[src/rtl/gray_convert_scheduler.sv]
// gray_convert_scheduler
//   Shares one fixed-latency gray-to-binary converter between NREQ requesters.
//   A round-robin arbiter grants at most one request per cycle. The granted
//   gray value is issued to the converter, and the requester id travels
//   alongside it in a tag pipeline. Converted results land in an in-order
//   response FIFO. The converter cannot stall, so a grant is only given while
//   a FIFO slot is reserved for it: the outstanding counter covers results in
//   flight plus results already queued.
//
// Ports
//   clk, rst      clock and synchronous active-high reset
//   req_valid     per-requester request valid
//   req_ready     per-requester accept (at most one bit high)
//   req_gray      requester i gray value at [i*N +: N]
//   conv_en       converter input valid
//   conv_gray     converter input value
//   conv_binary   converter result, valid CONV_LAT cycles after conv_en
//   rsp_valid     response FIFO head valid
//   rsp_ready     consumer accepts head
//   rsp_id        requester index of head result
//   rsp_binary    converted value of head result
//   busy          any request accepted but not yet popped
module gray_convert_scheduler #(
  parameter int N          = 4,
  parameter int NREQ       = 4,
  parameter int CONV_LAT   = 2,
  parameter int FIFO_DEPTH = 8,
  localparam int IDW       = (NREQ > 1) ? $clog2(NREQ) : 1
) (
  input  logic              clk,
  input  logic              rst,
  input  logic [NREQ-1:0]   req_valid,
  output logic [NREQ-1:0]   req_ready,
  input  logic [NREQ*N-1:0] req_gray,
  output logic              conv_en,
  output logic [N-1:0]      conv_gray,
  input  logic [N-1:0]      conv_binary,
  output logic              rsp_valid,
  input  logic              rsp_ready,
  output logic [IDW-1:0]    rsp_id,
  output logic [N-1:0]      rsp_binary,
  output logic              busy
);

  localparam int CW = $clog2(FIFO_DEPTH + 1);
  localparam int PW = (FIFO_DEPTH > 1) ? $clog2(FIFO_DEPTH) : 1;
  localparam logic [CW-1:0]  DEPTH_C  = CW'(FIFO_DEPTH);
  localparam logic [PW-1:0]  LAST_PTR = PW'(FIFO_DEPTH - 1);
  localparam logic [IDW-1:0] LAST_REQ = IDW'(NREQ - 1);

  logic [IDW-1:0]  last_grant;
  logic [CW-1:0]   outstanding;
  logic            grant_ok;
  logic            grant_found;
  logic [IDW-1:0]  grant_id;
  logic [N-1:0]    grant_gray;
  logic [NREQ-1:0] grant_oh;
  logic            accept;
  logic            pop;

  logic            conv_en_q;
  logic [N-1:0]    conv_gray_q;

  logic [CONV_LAT:0] tag_v;
  logic [IDW-1:0]    tag_id [CONV_LAT+1];

  logic [N-1:0]    mem_bin [FIFO_DEPTH];
  logic [IDW-1:0]  mem_id  [FIFO_DEPTH];
  logic [PW-1:0]   wptr, rptr;
  logic [CW-1:0]   fifo_count;
  logic            fifo_wr;

  // Credit uses the registered count only; a same-cycle pop frees its slot
  // one cycle later, which keeps this path free of rsp_ready.
  assign grant_ok = (outstanding < DEPTH_C);

  // Round-robin: first pass covers indices above last_grant, second pass
  // wraps to indices at or below it.
  always_comb begin
    grant_found = 1'b0;
    grant_id    = '0;
    grant_gray  = '0;
    grant_oh    = '0;
    if (!rst && grant_ok) begin
      for (int i = 0; i < NREQ; i++) begin
        if (!grant_found && req_valid[i] && (IDW'(i) > last_grant)) begin
          grant_found = 1'b1;
          grant_id    = IDW'(i);
          grant_gray  = req_gray[i*N +: N];
          grant_oh[i] = 1'b1;
        end
      end
      for (int i = 0; i < NREQ; i++) begin
        if (!grant_found && req_valid[i] && (IDW'(i) <= last_grant)) begin
          grant_found = 1'b1;
          grant_id    = IDW'(i);
          grant_gray  = req_gray[i*N +: N];
          grant_oh[i] = 1'b1;
        end
      end
    end
  end

  assign req_ready = grant_oh;
  assign accept    = grant_found;
  assign fifo_wr   = tag_v[CONV_LAT];
  assign rsp_valid = ~rst & (fifo_count != '0);
  assign pop       = rsp_valid & rsp_ready;

  always_ff @(posedge clk) begin
    if (rst) begin
      last_grant  <= LAST_REQ;
      outstanding <= '0;
      conv_en_q   <= 1'b0;
      conv_gray_q <= '0;
      tag_v       <= '0;
      wptr        <= '0;
      rptr        <= '0;
      fifo_count  <= '0;
    end else begin
      if (accept) begin
        last_grant  <= grant_id;
        conv_gray_q <= grant_gray;
      end
      conv_en_q <= accept;
      tag_v     <= {tag_v[CONV_LAT-1:0], accept};

      case ({accept, pop})
        2'b10:   outstanding <= outstanding + CW'(1);
        2'b01:   outstanding <= outstanding - CW'(1);
        default: outstanding <= outstanding;
      endcase

      if (fifo_wr) wptr <= (wptr == LAST_PTR) ? '0 : wptr + PW'(1);
      if (pop)     rptr <= (rptr == LAST_PTR) ? '0 : rptr + PW'(1);

      case ({fifo_wr, pop})
        2'b10:   fifo_count <= fifo_count + CW'(1);
        2'b01:   fifo_count <= fifo_count - CW'(1);
        default: fifo_count <= fifo_count;
      endcase
    end
  end

  // Ids and FIFO storage need no reset: only the valid bits and counters
  // decide what is visible.
  always_ff @(posedge clk) begin
    tag_id[0] <= grant_id;
    for (int k = 1; k <= CONV_LAT; k++) tag_id[k] <= tag_id[k-1];
    if (fifo_wr) begin
      mem_bin[wptr] <= conv_binary;
      mem_id[wptr]  <= tag_id[CONV_LAT];
    end
  end

  // Outputs are forced to zero whenever rst is high, including the first
  // reset cycle before the registers have been cleared.
  assign conv_en    = conv_en_q & ~rst;
  assign conv_gray  = rst ? '0 : conv_gray_q;
  assign rsp_id     = rsp_valid ? mem_id[rptr]  : '0;
  assign rsp_binary = rsp_valid ? mem_bin[rptr] : '0;
  assign busy       = ~rst & (outstanding != '0);

endmodule

[config.mk]
export PLATFORM = sky130hd
export DESIGN_NAME = gray_convert_scheduler
export DESIGN_NICKNAME = d
export VERILOG_FILES = /design/src/rtl/gray_convert_scheduler.sv
export SDC_FILE = /design/constraint.sdc
export NUM_CORES = 1
export LEC_CHECK = 0
export CORE_MARGIN = 3
export CORE_UTILIZATION = 45
export DETAILED_ROUTE_END_ITERATION = 16
export GPL_ROUTABILITY_DRIVEN = 0
export PLACE_DENSITY_LB_ADDON = 0.12
export SYNTH_ARGS = -nofsm -noshare
export SYNTH_HDL_FRONTEND = slang
export SYNTH_SLANG_ARGS = --single-unit
[constraint.sdc]
create_clock -name clk -period 2.9 [get_ports clk]
set_input_delay 0.435 -clock clk [delete_from_list [all_inputs] [get_ports clk]]
set_output_delay 0.435 -clock clk [all_outputs]
set_load 0.02 [all_outputs]
==> flow_metrics.tcl, run 1 <==
set metrics [dict create \
    outcome "completed" \
    num_rows 32 \
    via_per_inst 5.420 \
    cts_resized 0 \
    clk_pin_slew_ps 80 \
    setup_ws_ps 142.2 \
    cts_setup_buffers 0 \
    synth_nets 329 \
    portBuffers 43 \
    syn_area_mm2 0.003710 \
    pin_count 44 \
    finalPower_mw 2.606 \
    yosysSeqAreaShare 0.5612 \
    die_y_um 96.80 \
    worstMarginPinSlew_ps 675.6 \
    syn2layout_area_growth_pct 24.22 \
    min_period_ps 2758 \
    setup_viol 0 \
    clockBufferDepth 2 \
    clock_latency_ps 340 \
    final_cell_mix "edfxtp_1, clkdlybuf4s50_1, nor2_1" \
    synth_seq_cells 80 \
    yosys-top-cells-area "edfxtp_1, dfxtp_1, mux4_2, ha_1, nor2_1" \
    cts_tree "done" \
    antenna_found_initial 0 \
    start_util 0.4727 \
    max_stage_delay_ps 620 \
    finClkSkew_ps 11.78 \
    mostFrequentLayoutCell "edfxtp_1" \
    fmax_mhz 362.6 \
    ys_warn_count 0 \
    die-area_mm2 0.009369 \
    final_nets 398 \
    num_antenna_cells 0 \
    root_buffer "clkbuf_8" \
    die_w_um 96.80 \
    grt_pass1_wl_mm 12.59 \
    setup_tns_ps 0 \
    grt_max_degree 15 \
    cts_inserted_buffers 9 \
    synth_top_area_cell "edfxtp_1" \
    crit_top_cell "clkdlybuf4s50_1" \
    r2r_slack_ps 450 \
    drv_slew 0 \
    avgSynthCellArea_um2 12.75 \
    grt.overflow.total 0 \
    cap_violations 0 \
    hold_path.class "reg2reg" \
    hpwl_mm 5.462 \
    cpMaxStageDelayCell "clkdlybuf4s50_1" \
    critPathKind "in2out" \
    required_ps 2470 \
    setup.worst_path.end_class "output port" \
    postCtsHoldBufs 0 \
    grt_pass1_vias 2521 \
    cp_cell_sequence "clkdlybuf4s50_1 -> nor2_1 -> a22oi_4 -> or2_4 -> a21oi_1 -> clkdlybuf4s50_1" \
    htree_levels 3 \
    design.core.area_mm2 0.007848 \
    dp.cells 451 \
    drc_errors 0 \
    ys_types 55 \
    yosys.area.top_type_share 0.3885 \
    rsz0062_at_grt "no" \
    postSynthCellCount 291 \
    fin_cells 467 \
    dr.pass1.iters 5 \
    arrival_ps 2320 \
    p_per_area_mw_per_mm2 565.6 \
    via_count 2531 \
    critPathLaunchType "input pin" \
    cts.sinks 80 \
    peakVddDrop_uv 336.1 \
    final_layout_size_suffix_gt1_frac 0.1973 \
    finalCritPeriodShare 0.9509 \
    wl_per_cell_um 15.78 \
    drt-initial-drc-count 107 \
    grt_usage 0.1675 \
    antenna_left 0 \
    max_slew_margin 0.5479 \
    crit_fanout 6 \
    wl_mm 7.368 \
    p_leak_nw 1.701 \
    finalHoldViolations 0 \
    dp_slack_ps 86.52 \
    utilization 0.5872 \
]
## Yosys cell counts, drive strengths merged
master,number
xnor2,2
nor3b,1
nand4,2
o31ai,2
a21o,4
and3b,5
nor2,34
o221ai,2
a221oi,4
fa,1
buf,9
nand3b,1
mux2i,10
nor4,3
xor2,5
a21oi,17
o21ai,11
nand2,6
or2,3
a211oi,1
and4,2
clkbuf,3
o22ai,5
o221a,1
nor2b,9
nand3,6
edfxtp,48
a31oi,5
ha,10
or3,2
nand2b,6
o21bai,1
dfxtp,32
o211a,1
nor3,5
a22oi,4
inv,11
o211ai,4
mux4,12
a22o,1
## worst paths after layout
path,startpoint,endpoint,cells after the start
setup / recovery,req_valid[3],req_ready[1],6
hold / removal,tag_id[0][3],tag_id[0][5],0
setup reg to reg,fifo_count[0],fifo_count[3],12
hold reg to reg,tag_id[0][3],tag_id[0][5],0
## logic make-up after synthesis
kind of cell / count (synthesis) / share of synthesized area
simple gates: 85 / 0.1245
flops: 80 / 0.5612
compound gates: 63 / 0.1258
buf+inv: 23 / 0.03305
mux: 22 / 0.09983
fa+ha+maj: 11 / 0.03912
xor+xnor: 7 / 0.01653
## per-stage QoR
step                cell area [um^2]  hold slack [ps]
detailed placement              4389            312.1
floorplan                       3710            309.6
finish                          4608            327.0
CTS                             4608            329.7
global placement                4389            310.7
global route                    4608            338.7
## report_power, final
| group | total [mW] | leakage (nW) | switching, mW | internal, mW |
|---|---|---|---|---|
| Clock | 0.888 | 0.111 | 0.397 | 0.491 |
| Sequential | 1.29 | 0.697 | 0.0420 | 1.25 |
| Combinational | 0.424 | 0.893 | 0.207 | 0.217 |
## sequential cells by signal, summed over array words and instances (netlist names), named ones only
register and flops:
mem_bin 32, mem_id 16, tag_id 6, conv_gray_q 4, fifo_count 4, outstanding 4, rptr 3, tag_v 3
wptr 3, last_grant 2
## worst max-delay path, delay by kind of cell
family,cells,cell delay [ps]
AOI/OAI and AO/OA,2,200
and+or+nand+nor,2,510
buffers and inverters,2,1170
## area by class of cell
type,instances,area (um^2)
Clock buffer,10,127.6
Inverter,11,41.29
Tap cell,102,127.6
Sequential cell,80,2082
Timing Repair Buffer,70,633.1
Clock inverter,6,91.34
Fill cell,671,3239
Multi-Input combinational cell,188,1505
## layer usage
| layer | routed length, um | vias up | global-route usage | share of wire |
|---|---|---|---|---|
| li1 | - | 1238 | - | - |
| met1 | 3312 | 1200 | 0.2245 | 0.45 |
| met2 | 3594 | 75 | 0.2702 | 0.49 |
| met3 | 303 | 18 | 0.03244 | 0.041 |
| met4 | 157 | 0 | 0.06371 | 0.021 |
| met5 | 0 | - | 0 | 0 |
Power figures use the tool's default switching activity.
==> run 2: changes to the inputs <==
--- a/config.mk
+++ b/config.mk
@@ -5,7 +5,7 @@
 export SDC_FILE = /design/constraint.sdc
 export NUM_CORES = 1
 export LEC_CHECK = 0
-export CORE_MARGIN = 3
+export CAP_MARGIN = 15
 export CORE_UTILIZATION = 45
 export DETAILED_ROUTE_END_ITERATION = 16
 export GPL_ROUTABILITY_DRIVEN = 0
==> run 2 against run 1 <==
  * Clock skew decreased by 5.3 ps
  * Setup slack got worse by 28 ps
  * Largest cell class unchanged
  * Hold slack improved by 4.2 ps
  * Cell count increased by 0.21%
  * Sequential cell count unchanged
  * Utilization increased by 0.11 points
  * Critical endpoint unchanged
  * Critical path depth unchanged
==> flow_metrics.tcl, run 2 (same netlist as run 1, synthesis figures left out) <==
set metrics [dict create \
    outcome "completed" \
    max_stage_delay_ps 620 \
    setup.worst_path.end_class "output port" \
    start_util 0.4727 \
    wl_mm 7.693 \
    peakVddDrop_uv 238.0 \
    swShare 0.2515 \
    cpMaxStageDelayCell "clkdlybuf4s50_1" \
    p_sw_mw 0.6577 \
    clk_pin_slew_ps 80 \
    final_cell_mix "edfxtp_1, clkdlybuf4s50_1, nor2_1" \
    num_rows 32 \
    wl_per_cell_um 16.44 \
    antenna_found_initial 0 \
    mostFrequentLayoutCell "edfxtp_1" \
    root_buffer "clkbuf_8" \
    finClkSkew_ps 6.516 \
    p_int_mw 1.957 \
    grt_pass1_vias 2667 \
    htree_levels 3 \
    largest_reg_flops 32 \
    critPathKind "in2out" \
    cp_cell_sequence "clkdlybuf4s50_1 -> nor2_1 -> a22oi_4 -> or2_4 -> a21oi_1 -> clkdlybuf4s50_1" \
    wl_met3_um 371 \
    arrival_ps 2350 \
    drv_slew 0 \
    pin_count 44 \
    max_slew_margin 0.5269 \
    die-area_mm2 0.008611 \
    grt_pass1_wl_mm 13.18 \
    final_layout_size_suffix_gt1_frac 0.2022 \
    setup_tns_ps 0 \
    dr.pass1.iters 4 \
    num_antenna_cells 0 \
    finalCritPeriodShare 0.9607 \
    grt_max_degree 17 \
    reg_top3 "mem_bin x32, mem_id x16, tag_id x6" \
    largest-register "mem_bin" \
    setup_viol 0 \
    highest_layer "met4" \
    finalHoldViolations 0 \
    hpwl_mm 5.508 \
    cap_violations 0 \
    grt.overflow.total 0 \
    grt_usage 0.2023 \
    portBuffers 43 \
    hold_path.class "reg2reg" \
    drc_errors 0 \
    via_count 2574 \
    die_w_um 92.80 \
    postCtsHoldBufs 0 \
    worstMarginPinSlew_ps 707.1 \
    crit_top_cell "clkdlybuf4s50_1" \
    cts.sinks 80 \
    design.core.area_mm2 0.007848 \
    clockBufferDepth 2 \
    die_y_um 92.80 \
    drt-initial-drc-count 104 \
    p_per_area_mw_per_mm2 566.4 \
    syn2layout_area_growth_pct 24.45 \
    wl_met2_mm 3.627 \
    cts_inserted_buffers 9 \
    min_period_ps 2786 \
    p_comb_frac 0.160 \
    critPathLaunchType "input pin" \
    finalPower_mw 2.615 \
    clock_latency_ps 350 \
    antenna_left 0 \
    p_clk_frac 0.342 \
    met1_length_mm 3.585 \
    final_nets 399 \
    cts_tree "done" \
    via_per_inst 5.500 \
    rsz0062_at_grt "no" \
    required_ps 2470 \
    crit_fanout 8 \
    fmax_mhz 358.9 \
    p_leak_nw 1.706 \
    pwr-share-seq 0.497 \
]
-- run 2: changes by cell type in the layout (fill, tap and decap cells not counted) --
cell	previous run	this run
buf_4	27	28
dfxtp_2	0	1
inv_6	2	1
dfxtp_1	32	31
clkinv_4	1	2
-- run 2: timing repair --
| item | in CTS | in global routing |
|---|---|---|
| buffers inserted | 0 | 0 |
| gates resized for setup | 0 | 1 |
| setup endpoints to repair | 0 | 1 |
-- run 2: power by group through the flow --
stage	clock network (mW)	logic, mW	registers [mW]
floorplan	0	0.267	1.31
global placement	0	0.415	1.32
detailed placement	0	0.417	1.33
CTS	0.917	0.419	1.30
global route	0.970	0.457	1.31
finish	0.895	0.419	1.30
-- run 2: final timing paths --
kind	depth (start not counted)	start	slack, ps	to
worst max-delay path	6	req_valid[2]	110	req_ready[1]
worst min-delay path	0	tag_id[0][2]	330	tag_id[0][4]
worst max register to register	12	fifo_count[0]	450	fifo_count[3]
worst min register to register	0	tag_id[0][2]	330	tag_id[0][4]
-- run 2: critical path: cells and delay by family --
family	cells	cell delay (ps)
AND/OR/NAND/NOR	2	540
AO/OA/AOI/OAI	2	210
buffers and inverters	2	1160
-- run 2: area by class of cell --
cell class | instances | area [um^2]
clock buffer | 10 | 127.6
timing repair buffer | 71 | 640.6
multi-input combinational | 188 | 1505
fill | 660 | 3231
inverter | 11 | 41.29
sequential | 80 | 2083
tap | 102 | 127.6
clock inverter | 6 | 91.34
-- run 2: layer usage --
layer  vias to the layer above  GRT usage
li1                       1250          -
met1                      1252     0.2722
met2                        62     0.3205
met3                        10    0.04762
met4                         0    0.07051
met5                         -          0
-- run 2: through the flow --
step,utilization,hold WS (ps),cell area [um^2],setup slack [ps],instances
final,0.5883,331.2,4617,113.9,468
after global routing,0.5883,354.4,4617,22.33,468
after CTS,0.5882,331.1,4616,98.35,468
after detailed placement,0.5603,312.1,4397,87.35,452
after global placement,0.5603,311.6,4397,64.89,452
after floorplan,-,309.6,3710,439.1,291
==> run 3: changes to the inputs <==
--- a/config.mk
+++ b/config.mk
@@ -10,6 +10,7 @@
 export DETAILED_ROUTE_END_ITERATION = 16
 export GPL_ROUTABILITY_DRIVEN = 0
 export PLACE_DENSITY_LB_ADDON = 0.12
+export SKIP_LAST_GASP = 1
 export SYNTH_ARGS = -nofsm -noshare
 export SYNTH_HDL_FRONTEND = slang
 export SYNTH_SLANG_ARGS = --single-unit
==> results of run 3 <==
The final DEF is identical to that of run 2; final timing and power are the same.
